<file path="src/rtl/alu_seq_top.sv">
// alu_seq_top: button-sequenced ALU. Four synchronised, edge-detected buttons
// load operand A, operand B and the opcode, then execute. The result and the
// zero/carry/overflow flags are registered on the execute action.
module alu_seq_top #(
  parameter int NB_DATA   = 8,
  parameter int NB_OPCODE = 6,
  parameter int NB_SYNC   = 2
) (
  input  logic               i_clk,
  input  logic               i_reset_n,
  input  logic [NB_DATA-1:0] i_switch,
  input  logic               i_btn_a,
  input  logic               i_btn_b,
  input  logic               i_btn_op,
  input  logic               i_btn_exec,
  output logic [NB_DATA-1:0] o_result,
  output logic               o_zero,
  output logic               o_carry,
  output logic               o_ovf,
  output logic               o_valid,
  output logic               o_err,
  output logic [1:0]         o_state
);

  typedef enum logic [1:0] {
    ST_IDLE  = 2'd0,
    ST_GOT_A = 2'd1,
    ST_GOT_B = 2'd2,
    ST_READY = 2'd3
  } state_t;

  localparam logic [NB_OPCODE-1:0] OP_ADD = NB_OPCODE'(8'h20);
  localparam logic [NB_OPCODE-1:0] OP_SUB = NB_OPCODE'(8'h22);
  localparam logic [NB_OPCODE-1:0] OP_AND = NB_OPCODE'(8'h24);
  localparam logic [NB_OPCODE-1:0] OP_OR  = NB_OPCODE'(8'h25);
  localparam logic [NB_OPCODE-1:0] OP_XOR = NB_OPCODE'(8'h26);
  localparam logic [NB_OPCODE-1:0] OP_NOR = NB_OPCODE'(8'h27);
  localparam logic [NB_OPCODE-1:0] OP_SRA = NB_OPCODE'(8'h03);
  localparam logic [NB_OPCODE-1:0] OP_SRL = NB_OPCODE'(8'h02);

  // Warm-up length: edge detection is enabled only once the edge flop holds the
  // first fully synchronised sample, so a button held through reset never pulses.
  localparam int unsigned LP_WARM = NB_SYNC + 1;
  localparam int unsigned LP_WW   = $clog2(LP_WARM + 1);
  localparam logic [NB_DATA-1:0] LP_NBD = NB_DATA'(NB_DATA);

  logic [3:0]              w_btn;
  logic [3:0][NB_SYNC-1:0] r_sync;
  logic [3:0]              r_prev;
  logic [3:0]              w_sync_q;
  logic [3:0]              w_pulse;
  logic [LP_WW-1:0]        r_warm;
  logic                    w_ready;

  state_t             r_state;
  logic [NB_DATA-1:0] r_a;
  logic [NB_DATA-1:0] r_b;
  logic [NB_OPCODE-1:0] r_op;
  logic [NB_DATA-1:0] r_result;
  logic               r_zero;
  logic               r_carry;
  logic               r_ovf;
  logic               r_valid;
  logic               r_err;

  logic [NB_DATA:0]   w_sum;
  logic [NB_DATA:0]   w_diff;
  logic [NB_DATA-1:0] w_res;
  logic               w_carry;
  logic               w_ovf;
  logic               w_legal;
  logic               w_big;

  assign w_btn   = {i_btn_exec, i_btn_op, i_btn_b, i_btn_a};
  assign w_ready = (r_warm == LP_WW'(LP_WARM));

  // Synchroniser outputs and single-cycle rising-edge pulses
  always_comb begin
    w_sync_q = '0;
    for (int unsigned i = 0; i < 4; i++) begin
      w_sync_q[i] = r_sync[i][NB_SYNC-1];
    end
    w_pulse = w_sync_q & ~r_prev & {4{w_ready}};
  end

  // Synchroniser chains, edge flops and post-reset warm-up counter
  always_ff @(posedge i_clk or negedge i_reset_n) begin
    if (!i_reset_n) begin
      r_sync <= '0;
      r_prev <= '0;
      r_warm <= '0;
    end else begin
      for (int unsigned i = 0; i < 4; i++) begin
        r_sync[i] <= {r_sync[i][NB_SYNC-2:0], w_btn[i]};
      end
      r_prev <= w_sync_q;
      if (!w_ready) r_warm <= r_warm + LP_WW'(1);
    end
  end

  assign w_sum  = {1'b0, r_a} + {1'b0, r_b};
  assign w_diff = {1'b0, r_a} - {1'b0, r_b};
  assign w_big  = (r_b >= LP_NBD);

  // ALU: result and flags for the currently loaded operands and opcode
  always_comb begin
    w_res   = '0;
    w_carry = 1'b0;
    w_ovf   = 1'b0;
    w_legal = 1'b1;
    case (r_op)
      OP_ADD: begin
        w_res   = w_sum[NB_DATA-1:0];
        w_carry = w_sum[NB_DATA];
        w_ovf   = (r_a[NB_DATA-1] == r_b[NB_DATA-1]) &&
                  (w_sum[NB_DATA-1] != r_a[NB_DATA-1]);
      end
      OP_SUB: begin
        w_res   = w_diff[NB_DATA-1:0];
        w_carry = w_diff[NB_DATA];
        w_ovf   = (r_a[NB_DATA-1] != r_b[NB_DATA-1]) &&
                  (w_diff[NB_DATA-1] != r_a[NB_DATA-1]);
      end
      OP_AND: w_res = r_a & r_b;
      OP_OR:  w_res = r_a | r_b;
      OP_XOR: w_res = r_a ^ r_b;
      OP_NOR: w_res = ~(r_a | r_b);
      OP_SRA: w_res = w_big ? {NB_DATA{r_a[NB_DATA-1]}} : $unsigned($signed(r_a) >>> r_b);
      OP_SRL: w_res = w_big ? '0 : (r_a >> r_b);
      default: w_legal = 1'b0;
    endcase
  end

  // Sequencing FSM: one action per cycle, priority A > B > op > exec
  always_ff @(posedge i_clk or negedge i_reset_n) begin
    if (!i_reset_n) begin
      r_state  <= ST_IDLE;
      r_a      <= '0;
      r_b      <= '0;
      r_op     <= '0;
      r_result <= '0;
      r_zero   <= 1'b0;
      r_carry  <= 1'b0;
      r_ovf    <= 1'b0;
      r_valid  <= 1'b0;
      r_err    <= 1'b0;
    end else if (w_pulse[0]) begin
      r_state <= ST_GOT_A;
      r_a     <= i_switch;
      r_valid <= 1'b0;
      r_err   <= 1'b0;
    end else if (w_pulse[1]) begin
      if (r_state != ST_IDLE) begin
        r_state <= ST_GOT_B;
        r_b     <= i_switch;
        r_valid <= 1'b0;
      end else begin
        r_err <= 1'b1;
      end
    end else if (w_pulse[2]) begin
      if (r_state == ST_GOT_B || r_state == ST_READY) begin
        r_state <= ST_READY;
        r_op    <= i_switch[NB_OPCODE-1:0];
        r_valid <= 1'b0;
      end else begin
        r_err <= 1'b1;
      end
    end else if (w_pulse[3]) begin
      if (r_state == ST_READY) begin
        if (w_legal) begin
          r_result <= w_res;
          r_zero   <= (w_res == '0);
          r_carry  <= w_carry;
          r_ovf    <= w_ovf;
          r_valid  <= 1'b1;
        end else begin
          r_result <= '0;
          r_zero   <= 1'b0;
          r_carry  <= 1'b0;
          r_ovf    <= 1'b0;
          r_valid  <= 1'b0;
          r_err    <= 1'b1;
        end
      end else begin
        r_err <= 1'b1;
      end
    end
  end

  assign o_result = r_result;
  assign o_zero   = r_zero;
  assign o_carry  = r_carry;
  assign o_ovf    = r_ovf;
  assign o_valid  = r_valid;
  assign o_err    = r_err;
  assign o_state  = r_state;

endmodule
</file>
<file path="config.mk">
export PLATFORM = sky130hd
export DESIGN_NAME = alu_seq_top
export DESIGN_NICKNAME = d
export VERILOG_FILES = /design/src/rtl/alu_seq_top.sv
export SDC_FILE = /design/constraint.sdc
export NUM_CORES = 1
export LEC_CHECK = 0
export CAP_MARGIN = 40
export CORE_MARGIN = 3
export CORE_UTILIZATION = 39
export CTS_BUF_LIST = sky130_fd_sc_hd__clkbuf_4 sky130_fd_sc_hd__clkbuf_8 sky130_fd_sc_hd__clkbuf_16
export CTS_CLUSTER_SIZE = 25
export DETAILED_ROUTE_END_ITERATION = 10
export DONT_BUFFER_PORTS = 1
export GPL_ROUTABILITY_DRIVEN = 0
export GPL_TIMING_DRIVEN = 0
export PLACE_DENSITY = 0.51
export SLEW_MARGIN = 20
export SYNTH_ARGS = -nofsm -noshare
export SYNTH_HDL_FRONTEND = slang
export SYNTH_SLANG_ARGS = --single-unit
</file>
<file path="constraint.sdc">
create_clock -name i_clk -period 6.4 [get_ports i_clk]
set_clock_uncertainty 0.15 [all_clocks]
set_input_delay 1.6 -clock i_clk [delete_from_list [all_inputs] [get_ports i_clk]]
set_output_delay 1.6 -clock i_clk [all_outputs]
set_load 0.03 [all_outputs]
</file>
==> results_dict.tcl, run 1 <==
set metrics [dict create \
    endpoint_kind "flip-flop" \
    ys_seq_elements 51 \
    cts.reportedPaths.clkPinSlew_ps 100 \
    tightest_slew_ps 954.9 \
    viasPerCell 5.830 \
    synth-edff-count 0 \
    postCtsSetupRepairBufs 0 \
    p_sw_share_pct 44.12 \
    synth_area_leader_cell "dfrtp_1" \
    finalHoldViolCount 0 \
    setup.worst_path.start_class "flip-flop" \
    cp.arrival_ps 3750 \
    max_cap_viol_count 0 \
    power_switching_uw 571.3 \
    fillers 895 \
    crit_slowest_cell "a221oi_1" \
    ys.flop_type "dfrtp_1" \
    io_pins 29 \
    drcViolationCount 0 \
    grt_pass1_wl_um 15480 \
    portBuffers 0 \
    status "completed" \
    drive_above_1_share_pct 10.14 \
    rows 34 \
    area_growth_pct 6.949 \
    clkPwrFrac_pct 17.7 \
    dr.pass1.iters 5 \
    nets 455 \
    insertion_delay_ps 300 \
    antenna_cells 0 \
    min_path_type "flip-flop to flip-flop" \
    die_h_um 102.1 \
    p_per_area_nw_per_um2 336.2 \
    intPower_uw 723.5 \
    track_usage_pct 19.04 \
    hold_buffers 0 \
    postRouteAntennaNets 0 \
    slew_headroom_pct 35.75 \
    drtIter0Drc 225 \
    sequentialPowerShare_pct 35.8 \
    syn_inst 406 \
    syn-num-nets 448 \
    wirelength_um 9667 \
    synthArstFlopShare_pct 100.0 \
    crit_type "flip-flop to flip-flop" \
    p_leak_nw 1.626 \
    path_cells "clkbuf_1, inv_1, ha_1, nor3_1, a2111oi_0, a21oi_1, xnor2_1, a221oi_1, nand2_1, or4_1, o21ai_1" \
    tns_ps 0 \
    cts.sinks 51 \
    syn_avg_cell_area_sq_um 8.869 \
    cts_buffer_depth 2 \
    yosys_warnings 0 \
    combinationalPowerShare_pct 46.5 \
    numCtsBuffers 5 \
    finalSetupViolCount 0 \
    crit_fanout 10 \
    synth_area_sq_um 3601 \
    final_max_slew_viol_count 0 \
    die_area_sq_um 10420 \
    die_width_um 102.1 \
    coreArea_sq_um 8848 \
    final.period_utilization_pct 57.28 \
    cp_slowest_stage_delay_ps 560 \
    peakVddDrop_v 0.0001251 \
    cts_tree "yes" \
    post-route-util_pct 43.52 \
    grt_max_degree 52 \
    crit_required_ps 6490 \
    num_vias 3043 \
    start_util_pct 40.70 \
    grt_pass1_vias 2857 \
    rsz0062_at_grt "false" \
    wl_per_cell_um 18.52 \
    root_buffer "clkbuf_8" \
    grt_antenna_before_repair 0 \
    synth.area.top_cells "dfrtp_1, ha_1, mux2_2" \
    period_needed_ps 3666 \
    timing.fmax_mhz 272.8 \
    netlist-cell-type-count 62 \
    h-tree-depth 2 \
    place_hpwl_um 7691 \
    seq_area_frac_synth_pct 35.44 \
    grt_overflow_total 0 \
    synth.top_cell.area_share_pct 35.44 \
    cts.repair.resized 0 \
]
-- layout by cell type (no fill, tap or decap), drive strengths merged, types with 3 or more instances in the layout --
cell / instances
nand3: 8
mux2i: 10
dfrtp: 51
a21oi: 26
ha: 26
and3: 3
xnor2: 7
inv: 26
nor4b: 3
clkbuf: 18
nor2b: 7
o21ai: 36
nor4: 8
o21a: 3
nor3: 10
nor2: 29
a211oi: 3
a31oi: 5
o221ai: 3
nand2: 47
o211ai: 10
o22ai: 6
a221oi: 4
mux2: 21
buf: 7
-- critical path, delay by kind of cell (launching register included) --
kind | cells | cell delay (ps)
AO/OA/AOI/OAI | 4 | 1170
XOR/XNOR | 1 | 160
adder cells (fa/ha/maj) | 1 | 420
buffers and inverters | 2 | 660
flip-flops | 1 | 400
AND/OR/NAND/NOR | 3 | 650
-- per-layer routing --
layer  global-route usage, %  part of all wire [%]  vias to the layer above
met5                       0                     0                        -
met4                   5.348                   2.5                        0
li1                        -                     -                     1477
met2                   29.59                    45                       90
met1                   27.86                    48                     1458
met3                   2.457                   4.6                       18
-- kinds of logic after synthesis --
kind of cell	share of synthesized area, %
simple gates	18.07
compound gates	20.12
flops	35.44
buf+inv	5.177
mux	9.347
fa+ha+maj	10.15
xor+xnor	1.703
-- flip-flops by register name (all words and copies together), names as in the netlist --
name and count:
o_carry 1, o_err 1, o_ovf 1, o_result 8, o_state 2, o_valid 1
o_zero 1, r_a 8, r_b 8, r_op 6, r_prev 4, r_sync 8
r_warm 2
-- power groups by stage --
| stage | Sequential, mW | Combinational [mW] | Clock [mW] |
|---|---|---|---|
| 2_1_floorplan | 0.446 | 0.458 | 0 |
| 3_3_place_gp | 0.467 | 0.592 | 0 |
| 3_5_place_dp | 0.469 | 0.595 | 0 |
| 4_1_cts | 0.462 | 0.598 | 0.237 |
| 5_1_grt | 0.470 | 0.673 | 0.249 |
| 6_report | 0.463 | 0.603 | 0.229 |
-- area by class of cell --
| class | count | area, sq um | share of cell area (%) |
|---|---|---|---|
| Multi-Input combinational cell | 309 | 2138 | 55.52 |
| Tap cell | 108 | 135.1 | 3.509 |
| Inverter | 26 | 97.59 | 2.534 |
| Clock buffer | 5 | 68.82 | 1.787 |
| Buffer | 20 | 88.84 | 2.307 |
| Clock inverter | 3 | 46.29 | 1.202 |
| Sequential cell | 51 | 1276 | 33.14 |
-- Yosys cell counts (7+ instances only) --
library cell,n
a21oi_1,26
clkbuf_1,13
dfrtp_1,51
ha_1,26
inv_1,25
mux2_2,21
mux2i_1,10
nand2_1,47
nand3_1,8
nor2_1,28
nor2b_1,7
nor3_1,9
o211ai_1,10
o21ai_0,33
xnor2_1,7
-- path summary, 6_finish.rpt --
check,start,endpoint,slack (ps),cells past startpoint
max in group asynchronous,i_reset_n,r_a[4],5170,0
worst max-delay path,r_b[1],o_zero,2730,11
worst min register to register,r_sync[0],r_sync[1],210,0
worst min-delay path,r_sync[0],r_sync[1],210,0
worst max register to register,r_b[1],o_zero,2730,11
min in group asynchronous,i_reset_n,o_ovf,830,0
-- metrics by stage --
stage / cell area, sq um / power, mW / hold WS [ps] / std cells / setup slack (ps)
2_1_floorplan: 3601 / 0.9046 / 181.2 / 406 / 3441
3_3_place_gp: 3736 / 1.059 / 185.5 / 514 / 2821
3_5_place_dp: 3736 / 1.065 / 188.9 / 514 / 2770
4_1_cts: 3851 / 1.297 / 203.1 / 522 / 2753
5_1_grt: 3851 / 1.392 / 213.3 / 522 / 2422
6_report: 3851 / 1.295 / 205.3 / 522 / 2734
(Power assumes the default switching activity.)
==> run 2, diff against run 1 <==
==> constraint.sdc (replaced) <==
create_clock -name i_clk -period 3.84 [get_ports i_clk]
set_clock_uncertainty 0.15 [all_clocks]
set_input_delay 0.96 -clock i_clk [delete_from_list [all_inputs] [get_ports i_clk]]
set_output_delay 0.96 -clock i_clk [all_outputs]
set_load 0.03 [all_outputs]
==> run 2 against run 1 <==
Against the previous run:
- setup slack worse by 2500 ps
- clock power grew 67%
- non-clock buffer count increased by 1
- sequential cell count stayed put
- via count rose by 0.16%
- utilization is 0.20 points higher
- largest cell class unchanged
==> results_dict.tcl, run 2 (synthesis gave the netlist of run 1 again) <==
set metrics [dict create \
    status "completed" \
    finalHoldViolCount 0 \
    track_usage_pct 19.04 \
    start_util_pct 40.70 \
    drive_above_1_share_pct 10.84 \
    grt_overflow_total 0 \
    critPathTopFamily "simple AND/OR/NAND/NOR gates" \
    hold_buffers 0 \
    coreArea_sq_um 8848 \
    rows 34 \
    endpoint_kind "flip-flop" \
    tns_ps 0 \
    r2r_slack_ps 200 \
    path_cells "clkbuf_1, clkinvlp_4, fa_1, nor3b_1, or3_1, nand2_1, a31oi_1, nor3_1, nand2_1, or4_1, o21ai_1" \
    sequentialPowerShare_pct 35.5 \
    root_buffer "clkbuf_8" \
    period_needed_ps 3640 \
    timing.critical_path.mode_cell "nand2_1" \
    crit_required_ps 3930 \
    hold_ws_ps 188.5 \
    final_common_cell "dfrtp_1" \
    cts_tree "yes" \
    path_buf_inv 2 \
    max_cap_viol_count 0 \
    p_sw_share_pct 44.24 \
    cts.sinks 51 \
    dr.pass1.iters 5 \
    combinationalPowerShare_pct 46.9 \
    crit_fanout 7 \
    wl_per_cell_um 18.65 \
    grt_pass1_wl_um 15480 \
    crit_type "flip-flop to flip-flop" \
    min_path_type "primary input to async pin" \
    num_vias 3048 \
    place_hpwl_um 7691 \
    p_per_area_nw_per_um2 561.4 \
    die_area_sq_um 10420 \
    final_cell_mix "dfrtp_1, nand2_1, o21ai_0, nor2_1" \
    area_growth_pct 7.436 \
    grt_max_degree 52 \
    viasPerCell 5.828 \
    numCtsBuffers 5 \
    grt_pass1_vias 2857 \
    grt_antenna_before_repair 0 \
    io_pins 29 \
    die_width_um 102.1 \
    peakVddDrop_v 0.0002087 \
    clkPwrFrac_pct 17.6 \
    wirelength_um 9753 \
    final_max_slew_viol_count 0 \
    tightest_slew_ps 953.8 \
    insertion_delay_ps 300 \
    p_leak_nw 1.629 \
    rsz0062_at_grt "false" \
    cts_buffer_depth 2 \
    timing.fmax_mhz 274.7 \
    h-tree-depth 2 \
    cp_slowest_stage_delay_ps 480 \
    intPower_mw 1.211 \
    crit_slowest_cell "or4_1" \
    finalSetupViolCount 0 \
    portBuffers 0 \
    antenna_cells 0 \
    fin_total_pwr_mw 2.172 \
    die_h_um 102.1 \
    postRouteAntennaNets 0 \
    nets 456 \
    drtIter0Drc 241 \
    cp.arrival_ps 3730 \
    drcViolationCount 0 \
    post-route-util_pct 43.72 \
    final.period_utilization_pct 94.79 \
    cts.reportedPaths.clkPinSlew_ps 100 \
    power_switching_uw 960.8 \
    slew_headroom_pct 35.83 \
    setup.worst_path.start_class "flip-flop" \
]
run 2: cell count changes in the layout (fill, tap and decap cells not counted), sizes merged:
cell      change
buf           +1
clkinvlp      +1
inv           -1
run 2: cell type report:
| cell class | instances | area [sq um] |
|---|---|---|
| Multi-Input combinational cell | 309 | 2145 |
| Clock buffer | 5 | 68.82 |
| Inverter | 26 | 101.3 |
| Buffer | 20 | 88.84 |
| Timing Repair Buffer | 1 | 7.507 |
| Clock inverter | 3 | 46.29 |
| Sequential cell | 51 | 1276 |
| Fill cell | 894 | 4980 |
| Tap cell | 108 | 135.1 |
run 2: power by group through the flow:
stage,clock network (mW),registers [mW],logic (mW)
after detailed placement,0,0.782,0.992
after CTS,0.395,0.771,0.996
after floorplan,0,0.744,0.764
after global routing,0.414,0.784,1.13
final,0.382,0.772,1.02
after global placement,0,0.779,0.987
run 2: routing by layer:
metal | GRT usage, % | vias to the layer above | share of wire [%]
li1 | - | 1477 | -
met1 | 27.86 | 1468 | 47
met2 | 29.59 | 88 | 45
met3 | 2.457 | 15 | 5.2
met4 | 5.348 | 0 | 2.5
met5 | 0 | - | 0
run 2: path summary, 6_finish.rpt:
path | startpoint | endpoint | cells past startpoint
setup / recovery | r_b[1] | o_zero | 11
hold / removal | i_reset_n | o_ovf | 0
setup reg to reg | r_b[1] | o_zero | 11
hold reg to reg | r_sync[0] | r_sync[1] | 0
max in group asynchronous | i_reset_n | r_a[4] | 0
min in group i_clk | r_sync[0] | r_sync[1] | 0
run 2: timing repair:
action,CTS,global route
setup endpoints to repair,0,1
setup buffers,0,1
resized for setup,0,2
hold endpoints to repair,0,0
run 2: through the flow:
step / instances / setup WS [ps] / instance area [sq um]
2_1_floorplan: 406 / 881.2 / 3601
3_3_place_gp: 514 / 261.1 / 3736
3_5_place_dp: 514 / 209.6 / 3736
4_1_cts: 522 / 192.8 / 3851
5_1_grt: 523 / 16.14 / 3869
6_report: 523 / 200.0 / 3869
==> run 3, diff against run 2 <==
--- a/config.mk
+++ b/config.mk
@@ -15,6 +15,7 @@
 export GPL_ROUTABILITY_DRIVEN = 0
 export GPL_TIMING_DRIVEN = 0
 export PLACE_DENSITY = 0.51
+export REMOVE_ABC_BUFFERS = 1
 export SLEW_MARGIN = 20
 export SYNTH_ARGS = -nofsm -noshare
 export SYNTH_HDL_FRONTEND = slang
==> constraint.sdc (replaced) <==
create_clock -name i_clk -period 3.84 [get_ports i_clk]
set_clock_uncertainty 0.15 [all_clocks]
set_input_delay 0.96 -clock i_clk [delete_from_list [all_inputs] [get_ports i_clk]]
set_output_delay 0.96 -clock i_clk [all_outputs]
set_load 0.1 [all_outputs]
==> run 3 against run 2 <==
Against the previous run:
- clock power is 13% lower
- critical path depth is 1 lower
- fmax rose by 6.6%
- global-route usage hardly changed
- sequential cell count unchanged
- count of clock-buffer cells in the layout unchanged
- first-iteration DRC count is 17% lower
- sequential power grew 9.5%
- non-clock buffer count rose by 6
- combinational power increased by 11%
- cell count increased by 1.1%
==> results_dict.tcl, run 3 (synthesis gave the netlist of run 1 again) <==
set metrics [dict create \
    grt_pass1_wl_um 15370 \
    area_growth_pct 15.05 \
    grt_max_degree 52 \
    cts.sinks 51 \
    wirelength_um 9627 \
    peakVddDrop_v 0.0002810 \
    cts_tree "yes" \
    tns_ps 0 \
    cp-startpoint "r_b[1]" \
    crit_fanout 18 \
    dp.cells 513 \
    timing.fmax_mhz 293.0 \
    grt_overflow_total 0 \
    place_hpwl_um 7221 \
    h-tree-depth 2 \
    postRouteAntennaNets 0 \
    final_max_slew_viol_count 0 \
    antenna_cells 0 \
    dr.pass1.iters 4 \
    min_path_type "primary input to async pin" \
    status "completed" \
    crit_required_ps 3930 \
    final_cell_mix "dfrtp_1, nand2_1, o21ai_0, nor2_1" \
    endpoint_kind "flip-flop" \
    max_cap_viol_count 0 \
    postCtsSetupRepairBufs 0 \
    track_usage_pct 19.00 \
    coreArea_sq_um 8848 \
    numCtsBuffers 5 \
    drive_above_1_share_pct 13.06 \
    period_needed_ps 3413 \
    portBuffers 0 \
    stdcell_count 529 \
    setup.worst_path.start_class "flip-flop" \
    r2r_slack_ps 430 \
    rsz0062_at_grt "false" \
    insertion_delay_ps 310 \
    grt_pass1_vias 2920 \
    cts.reportedPaths.clkPinSlew_ps 100 \
    viasPerCell 5.735 \
    tightest_slew_ps 916.2 \
    r2r_cells 10 \
    start_util_pct 40.70 \
    cts_buffer_depth 2 \
    wl_per_cell_um 18.20 \
    crit-reg2reg-launch "r_b[1]" \
    root_buffer "clkbuf_8" \
    nets 462 \
    die_area_sq_um 10420 \
    finalSetupViolCount 0 \
    cp.arrival_ps 3510 \
    rr_endpoint "o_zero" \
    slew_headroom_pct 38.92 \
    p_leak_nw 1.744 \
    final.period_utilization_pct 88.89 \
    rows 34 \
    drtIter0Drc 199 \
    num_vias 3034 \
    final_common_cell "dfrtp_1" \
    drcViolationCount 0 \
    die_h_um 102.1 \
    die_width_um 102.1 \
    grt_antenna_before_repair 0 \
    io_pins 29 \
    p_per_area_nw_per_um2 557.1 \
    finalHoldViolCount 0 \
    crit_type "flip-flop to flip-flop" \
]
-- run 3: cell count changes in the layout (fill, tap and decap cells not counted), moves of 2 or more --
cell      delta
dfrtp_2      +2
buf_16      +10
buf_8        +2
buf_4        -2
buf_2        -2
clkbuf_1     -8
dfrtp_1      -2
buf_1        +5
-- run 3: where the power goes --
part           internal [mW]  switching [mW]
logic                  0.471           0.662
registers              0.617           0.227
clock network          0.134           0.197
total                   1.22            1.09
-- run 3: what timing repair did --
item,CTS,global route
gates resized for setup,0,2
hold buffers,0,0
endpoints found under the setup margin,0,1
-- run 3: routing by layer --
metal / routed length [um] / vias up / global-route usage, %
met2: 4404 / 61 / 31.03
met3: 431 / 8 / 2.867
met4: 131 / 0 / 4.238
li1: - / 1494 / -
met1: 4660 / 1471 / 26.67
met5: 0 / - / 0
-- run 3: area by class of cell --
| class | instances | area, sq um |
|---|---|---|
| tap | 108 | 135.1 |
| sequential | 51 | 1279 |
| clock buffer | 5 | 68.82 |
| clock inverter | 3 | 27.53 |
| fill | 851 | 4706 |
| inverter | 26 | 97.59 |
| timing repair buffer | 27 | 390.4 |
| multi-input combinational | 309 | 2145 |
-- run 3: how the worst max path moves through the flow --
stage               endpoint  slack (ps)
floorplan             o_zero         800
global placement      o_zero         150
detailed placement    o_zero         150
CTS                   o_zero         120
global route          o_zero         120
finish                o_zero         430
-- run 3: metrics by stage --
| step | power [mW] | instance area (sq um) | util, % | setup WS (ps) | hold WS, ps |
|---|---|---|---|---|---|
| 6_report | 2.308 | 4143 | 46.82 | 426.7 | 183.2 |
| 5_1_grt | 2.479 | 4143 | 46.82 | 116.1 | 159.3 |
| 4_1_cts | 2.253 | 4054 | 45.81 | 116.6 | 169.8 |
| 3_5_place_dp | 1.920 | 3958 | 44.73 | 149.5 | 187.9 |
| 3_3_place_gp | 1.837 | 3647 | 41.22 | 146.0 | 183.5 |
| 2_1_floorplan | 1.586 | 3512 | - | 805.0 | 181.2 |
-- run 3: critical path: stages, from the launching register on --
cell and delay (ps):
dfrtp_2 580, inv_1 300, ha_1 440, nor3_1 70, a2111oi_0 370, a21oi_1 120, xnor2_1 200, a221oi_1 400
nand2_1 80, or4_1 490, o21ai_1 140
